### config.mk
export PLATFORM = sky130hd
export DESIGN_NAME = ram_arbiter
export DESIGN_NICKNAME = d
export VERILOG_FILES = /design/src/rtl/ram_arbiter_pkg.sv /design/src/rtl/ram_addr_check.sv /design/src/rtl/ram_arbiter.sv
export SDC_FILE = /design/constraint.sdc
export NUM_CORES = 1
export LEC_CHECK = 0
export CAP_MARGIN = 20
export CORE_AREA = 3 3 118 120
export CTS_BUF_LIST = sky130_fd_sc_hd__clkbuf_16
export DETAILED_ROUTE_END_ITERATION = 12
export DIE_AREA = 0 0 121 123
export GPL_ROUTABILITY_DRIVEN = 0
export GPL_TIMING_DRIVEN = 0
export PLACE_DENSITY = 0.75
export SKIP_CTS_REPAIR_TIMING = 1
export SYNTH_ARGS = -nofsm -noshare
export SYNTH_HDL_FRONTEND = slang
export SYNTH_HIERARCHICAL = 1
export SYNTH_SLANG_ARGS = --single-unit
### constraint.sdc
create_clock -name clk -period 6.6 [get_ports clk]
set_input_delay 1.98 -clock clk [delete_from_list [all_inputs] [get_ports clk]]
set_output_delay 1.98 -clock clk [all_outputs]
set_load 0.01 [all_outputs]
### src/rtl/ram_arbiter_pkg.sv
// Shared definitions for the data-RAM arbiter: lock FSM encoding,
// requester indices and the default RAM base address.
package ram_arbiter_pkg;

  // Ownership state of the RAM: free for arbitration or locked to one requester
  typedef enum logic [1:0] {
    IDLE = 2'd0,
    OWN0 = 2'd1,
    OWN1 = 2'd2
  } arb_state_t;

  // Requester indices used for the per-requester vectors
  localparam int REQ_CPU = 0;
  localparam int REQ_LDR = 1;

  // Byte address of RAM word 0
  localparam logic [31:0] DEFAULT_BASE_ADDR = 32'h1001_0000;

endpackage : ram_arbiter_pkg

### src/rtl/ram_addr_check.sv
// Combinational bad-address detector: flags misaligned word accesses and
// addresses outside [BASE_ADDR, BASE_ADDR + 4*MEMORY_DEPTH).
module ram_addr_check
  import ram_arbiter_pkg::*;
#(
  parameter int                    ADDR_WIDTH   = 32,
  parameter int                    MEMORY_DEPTH = 64,
  parameter logic [ADDR_WIDTH-1:0] BASE_ADDR    = ADDR_WIDTH'(DEFAULT_BASE_ADDR)
) (
  input  logic [ADDR_WIDTH-1:0] addr,
  output logic                  bad
);

  // Bounds carry one extra bit so BASE_ADDR + size cannot wrap to a small value
  localparam logic [ADDR_WIDTH:0] LOW_BOUND  = {1'b0, BASE_ADDR};
  localparam logic [ADDR_WIDTH:0] HIGH_BOUND = LOW_BOUND + (ADDR_WIDTH+1)'(4 * MEMORY_DEPTH);

  logic [ADDR_WIDTH:0] addr_ext;

  assign addr_ext = {1'b0, addr};

  // Any one of misalignment, below-range or at/above-end makes the access bad
  always_comb begin
    bad = (addr[1:0] != 2'b00) || (addr_ext < LOW_BOUND) || (addr_ext >= HIGH_BOUND);
  end

endmodule : ram_addr_check

### src/rtl/ram_arbiter.sv
// Two-requester round-robin arbiter with burst lock in front of the single-port
// data RAM. Grants are combinational; ack/err/rdata come back one cycle later.
module ram_arbiter
  import ram_arbiter_pkg::*;
#(
  parameter int                    DATA_WIDTH   = 32,
  parameter int                    ADDR_WIDTH   = 32,
  parameter int                    MEMORY_DEPTH = 64,
  parameter logic [ADDR_WIDTH-1:0] BASE_ADDR    = ADDR_WIDTH'(DEFAULT_BASE_ADDR)
) (
  input  logic                  clk,
  input  logic                  reset,
  input  logic                  m0_req,
  input  logic                  m0_we,
  input  logic                  m0_lock,
  input  logic [ADDR_WIDTH-1:0] m0_addr,
  input  logic [DATA_WIDTH-1:0] m0_wdata,
  input  logic                  m1_req,
  input  logic                  m1_we,
  input  logic                  m1_lock,
  input  logic [ADDR_WIDTH-1:0] m1_addr,
  input  logic [DATA_WIDTH-1:0] m1_wdata,
  output logic                  m0_gnt,
  output logic                  m1_gnt,
  output logic                  m0_ack,
  output logic                  m1_ack,
  output logic [DATA_WIDTH-1:0] m0_rdata,
  output logic [DATA_WIDTH-1:0] m1_rdata,
  output logic                  m0_err,
  output logic                  m1_err,
  output logic [ADDR_WIDTH-1:0] ram_addr,
  output logic [DATA_WIDTH-1:0] ram_data,
  output logic                  ram_we,
  input  logic [DATA_WIDTH-1:0] ram_q
);

  logic [1:0]            req_vec;
  logic [1:0]            we_vec;
  logic [1:0]            lock_vec;
  logic [1:0]            gnt_vec;
  arb_state_t            state_reg;
  logic                  last_gnt_reg;
  logic                  sel_idx;
  logic                  any_gnt;
  logic [ADDR_WIDTH-1:0] sel_addr;
  logic [DATA_WIDTH-1:0] sel_wdata;
  logic                  sel_we;
  logic                  addr_bad;

  assign req_vec  = {m1_req,  m0_req};
  assign we_vec   = {m1_we,   m0_we};
  assign lock_vec = {m1_lock, m0_lock};

  // Grant: locked owner only, otherwise round-robin on ties; nothing during reset
  always_comb begin
    gnt_vec = 2'b00;
    if (!reset) begin
      case (state_reg)
        IDLE: begin
          if (req_vec == 2'b11) begin
            gnt_vec = last_gnt_reg ? 2'b01 : 2'b10;
          end else begin
            gnt_vec = req_vec;
          end
        end
        OWN0:    gnt_vec[REQ_CPU] = req_vec[REQ_CPU];
        OWN1:    gnt_vec[REQ_LDR] = req_vec[REQ_LDR];
        default: gnt_vec = 2'b00;
      endcase
    end
  end

  assign m0_gnt  = gnt_vec[REQ_CPU];
  assign m1_gnt  = gnt_vec[REQ_LDR];
  assign any_gnt = |gnt_vec;
  assign sel_idx = gnt_vec[REQ_LDR];

  // Steer the granted requester's access fields onto the shared path
  always_comb begin
    sel_addr  = sel_idx ? m1_addr  : m0_addr;
    sel_wdata = sel_idx ? m1_wdata : m0_wdata;
    sel_we    = sel_idx ? m1_we    : m0_we;
  end

  ram_addr_check #(
    .ADDR_WIDTH  (ADDR_WIDTH),
    .MEMORY_DEPTH(MEMORY_DEPTH),
    .BASE_ADDR   (BASE_ADDR)
  ) u_addr_check (
    .addr(sel_addr),
    .bad (addr_bad)
  );

  // RAM drive: parked at word 0 with no write when nobody is granted
  always_comb begin
    ram_addr = BASE_ADDR;
    ram_data = '0;
    ram_we   = 1'b0;
    if (any_gnt) begin
      ram_addr = sel_addr;
      ram_data = sel_wdata;
      ram_we   = sel_we & ~addr_bad & ~reset;
    end
  end

  // Lock FSM and round-robin history
  always_ff @(posedge clk) begin
    if (reset) begin
      state_reg    <= IDLE;
      last_gnt_reg <= 1'b1;
    end else begin
      if (any_gnt) begin
        last_gnt_reg <= sel_idx;
      end
      case (state_reg)
        IDLE: begin
          if (gnt_vec[REQ_CPU] && lock_vec[REQ_CPU]) begin
            state_reg <= OWN0;
          end else if (gnt_vec[REQ_LDR] && lock_vec[REQ_LDR]) begin
            state_reg <= OWN1;
          end
        end
        OWN0:    if (!lock_vec[REQ_CPU]) state_reg <= IDLE;
        OWN1:    if (!lock_vec[REQ_LDR]) state_reg <= IDLE;
        default: state_reg <= IDLE;
      endcase
    end
  end

  genvar gi;
  generate
    for (gi = 0; gi < 2; gi++) begin : g_resp
      logic                  ack_reg;
      logic                  err_reg;
      logic [DATA_WIDTH-1:0] rdata_reg;

      // One-cycle response; rdata holds between grants, zero for writes/bad reads
      always_ff @(posedge clk) begin
        if (reset) begin
          ack_reg   <= 1'b0;
          err_reg   <= 1'b0;
          rdata_reg <= '0;
        end else begin
          ack_reg <= gnt_vec[gi];
          err_reg <= gnt_vec[gi] & addr_bad;
          if (gnt_vec[gi]) begin
            rdata_reg <= (!we_vec[gi] && !addr_bad) ? ram_q : '0;
          end
        end
      end
    end
  endgenerate

  assign m0_ack   = g_resp[0].ack_reg;
  assign m0_err   = g_resp[0].err_reg;
  assign m0_rdata = g_resp[0].rdata_reg;
  assign m1_ack   = g_resp[1].ack_reg;
  assign m1_err   = g_resp[1].err_reg;
  assign m1_rdata = g_resp[1].rdata_reg;

endmodule : ram_arbiter

==> results of run 1 <==
-- where the power goes --
group	switching (mW)	internal (mW)	leakage, nW
clock network	0.186	0.293	0.142
registers	0.00132	0.431	0.573
logic	0.118	0.213	2.40
total	0.305	0.937	3.12
-- per-stage QoR --
stage               cell area (um^2)  setup slack, ps  instances
floorplan                       3810              404        358
global placement                7060             -882        836
detailed placement              7060             -880        836
CTS                             7350             -888        852
global route                    7540             5.86        870
finish                          7540              111        870
-- worst max-delay path, delay by kind of cell --
family,cells,cell delay (ps)
buf+inv,5,660
mux,1,300
compound gates,1,180
simple gates,5,1390
-- path summary, 6_finish.rpt --
path	endpoint	slack (ps)	startpoint
hold reg to reg	m1_rdata[17]	470	m1_rdata[17]
setup reg to reg	m0_rdata[18]	2760	state_reg[0]
setup / recovery	ram_we	110	reset
hold / removal	m1_rdata[17]	470	m1_rdata[17]
-- final cells by class --
cell class,count,area [um^2]
buffer,34,308
clock buffer,9,225
clock inverter,7,72.6
fill,1092,5540
inverter,7,31.3
multi-input combinational,246,2080
sequential,71,1420
tap,176,220
timing repair buffer,320,3180
-- per-layer routing --
layer | track usage, % | vias to the layer above
li1 | - | 1996
met1 | 23.1 | 2037
met2 | 37.6 | 202
met3 | 6.27 | 23
met4 | 6.87 | 0
met5 | 0 | -
==> reports/summary.txt, run 1 <==
Hold Path Depth - 1
hold crit path type - flop to flop
critical-path maximum fanout - 8
Initial DRC Count - 128
full die area - 14,900 um^2
fin crit period - 6490 ps
Leakage - 3.12 nW
CP max stage delay - 410 ps
Max clock buf depth - 2
share of cells above drive strength 1 - 13.5%
Synth Warn # - 6
crit start category - input pin
Die W - 121 um
crit path cell chain - dlymetal6s2s_1, or3b_4, nand2b_4, buf_12, buf_8, mux2_4, nor4_1, and3_1, nand4_1, inv_2, a32o_2, buf_6
relative max-transition margin - 51.6%
All-Layer GR Usage - 20.7%
antenna viol nets, final - 0
clock skew after layout - 6.08 ps
Post-Syn Area - 3810 um^2
commonest cells after routing, fill and taps aside - clkdlybuf4s50_1 (298), a22o_1 (94), dfxtp_1 (71)
Least-Margin Pin Slew - 721 ps
I/O pins - 303
via count - 4,258
Fin Hold WS - 473 ps
routed wl met3 - 1510 um
M1 WL - 6420 um
Syn Inst Count - 358
uppermost layer routed - met4
Core Area - 13,100 um^2
post-route setup TNS - 0 ps
Slowest-stage cell, CP - or3b_4
Pre-antenna DRT Iters - 4
latest clock arrival within the worst-skew pair - 330 ps
die extent in y - 123 um
CTS HTree Levels - 3
Crit path required time - 4620 ps
R2R cell count - 13
Max Slew Vio Count - 0
first-pass GRT wire length - 24,200 um
RSZ-0062 raised after global routing - no
CP arrival - 4510 ps
HPWL after DPL - 13,200 um
Total Power - 1.24 mW
endpoints failing setup - 0
Fmax achieved - 0.154 GHz
CTS tree - yes
maxcap violations - 0
DR vias/cell - 4.89
status - finished, final reports clean
CTS Root Cell - clkbuf_16
critical path class - input pin to primary output
total gr overflow - 0
Area growth syn-to-layout - 97.8%
met2 WL - 8650 um
post-layout util - 57.6%
Initial Util - 29.1%
final hold vios - 0
Mapped Nets - 526
CP Capture Type - primary output
Clock transition at path regs - 60 ps
power density over the cells - 165 nW/um^2
Clock Sinks - 71
WL per Instance - 19.4 um
ant diodes - 0
port buffer count - 302
largest net degree at the start of global routing - 14
Syn Area/Cell - 10.6 um^2
DRC viols - 0
maximum VDD drop - 0.182 mV
initial antenna violation count - 0
vias in the first global route - 4,406
total wire length - 16,900 um
period utilization - 98.3%
commonest non-fill, non-tap cell in the layout - clkdlybuf4s50_1
Layout Nets - 857
Placement Rows - 42
TritonCTS buffer count - 9
Power figures use the tool's default switching activity.
==> run 2: changes to the inputs <==
- CORE_AREA: 3 3 118 120 -> 3 3 116 118
- CTS_CLUSTER_SIZE: default -> 16
- DIE_AREA: 0 0 121 123 -> 0 0 119 121
- DONT_BUFFER_PORTS: default -> 1
- PLACE_DENSITY: 0.75 -> 0.46
==> run 2 against run 1 <==
- clock power down 4%
- critical path depth decreased by 2
- wire length shrank 21%
- critical endpoint unchanged
==> reports/summary.txt, run 2 (same netlist as run 1, synthesis figures left out) <==
first-pass GRT wire length - 18,800 um
total wire length - 13,300 um
commonest non-fill, non-tap cell in the layout - a22o_1
Leakage - 1.86 nW
via count - 2,911
endpoints failing setup - 0
ant diodes - 0
power density over the cells - 241 nW/um^2
reg-to-reg critical path startpoint - state_reg[0]
Max clock buf depth - 2
Die W - 119 um
Crit path required time - 4620 ps
status - finished, final reports clean
CP Capture Type - primary output
hold crit path type - flop to flop
largest net degree at the start of global routing - 12
WL per Instance - 24.3 um
clock skew after layout - 4.10 ps
post-layout util - 34.3%
Fin Hold WS - 490 ps
DRC viols - 0
Fmax achieved - 0.156 GHz
reg-to-reg setup timing slack - 2790 ps
Placement Rows - 41
Hold Path Depth - 2
Max Slew Vio Count - 0
DR vias/cell - 5.33
post-route setup TNS - 0 ps
Core Area - 12,600 um^2
total gr overflow - 0
Layout Nets - 537
share of cells above drive strength 1 - 18.2%
Worst Setup EP - ram_we
full die area - 14,400 um^2
TritonCTS buffer count - 9
Total Power - 1.04 mW
latest clock arrival within the worst-skew pair - 330 ps
R2R cell count - 12
port buffer count - 0
Clock Sinks - 71
period utilization - 97.4%
fill cell count - 1,292
maxcap violations - 0
HPWL after DPL - 10,700 um
Initial DRC Count - 94
CTS Root Cell - clkbuf_16
Clock transition at path regs - 60 ps
Initial Util - 30.3%
antenna viol nets, final - 0
die extent in y - 121 um
relative max-transition margin - 48.4%
R2R Path End - m0_rdata[14]
initial antenna violation count - 0
CTS tree - yes
Least-Margin Pin Slew - 768 ps
maximum VDD drop - 0.130 mV
final hold vios - 0
critical path class - input pin to primary output
RSZ-0062 raised after global routing - no
fin crit period - 6430 ps
Area growth syn-to-layout - 13.0%
Pre-antenna DRT Iters - 4
commonest cells after routing, fill and taps aside - a22o_1 (94), dfxtp_1 (71), nand2_1 (33)
crit start category - input pin
All-Layer GR Usage - 17.2%
I/O pins - 303
CTS HTree Levels - 3
CP arrival - 4450 ps
crit path launch - reset
vias in the first global route - 3,026
critical-path maximum fanout - 10
run 2: cell count changes in the layout (fill, tap and decap cells not counted), moves of 3 or more:
cell             previous run  this run
buf_12                      4         1
buf_4                      22         5
clkdlybuf4s50_1           298         0
clkinv_1                    0         3
dlymetal6s2s_1              3         0
run 2: worst min path at each step:
stage                 startpoint           end  slack (ps)
finish              last_gnt_reg  last_gnt_reg         490
global route        last_gnt_reg  last_gnt_reg         530
CTS                 last_gnt_reg  last_gnt_reg         500
detailed placement  last_gnt_reg  last_gnt_reg         490
global placement    last_gnt_reg  last_gnt_reg         470
floorplan           last_gnt_reg  last_gnt_reg         450
run 2: area by class of cell:
class / instances / area (um^2) / share of cell area, %
clock inverter: 7 / 55.1 / 1.28
multi-input combinational: 246 / 2070 / 48.2
buffer: 34 / 285 / 6.62
clock buffer: 9 / 225 / 5.23
sequential: 71 / 1420 / 33.0
inverter: 7 / 31.3 / 0.726
tap: 172 / 215 / 5.00
run 2: stage by stage:
stage	worst slack, ps	area (um^2)	instances
floorplan	404	3810	358
global placement	123	4030	530
detailed placement	124	4030	530
CTS	125	4310	546
global route	75.2	4310	546
finish	175	4310	546
run 2: critical path, cell delays in order:
cell	delay (ps)
or3b_4	370
nand2b_4	150
buf_6	140
buf_6	150
mux2_4	300
or4_1	520
nor3_2	120
nand4_1	240
inv_1	200
a32o_1	260
run 2: power breakdown:
group          total [mW]  internal (mW)  switching, mW
registers           0.434          0.431        0.00253
clock network       0.460          0.286          0.175
logic               0.146         0.0681         0.0782
run 2: per-layer routing:
metal | vias to the layer above | share of wire, % | global-route usage [%]
li1 | 1354 | - | -
met1 | 1359 | 36 | 18.5
met2 | 182 | 50 | 29.0
met3 | 16 | 12 | 8.48
met4 | 0 | 1.7 | 6.15
met5 | - | 0 | 0
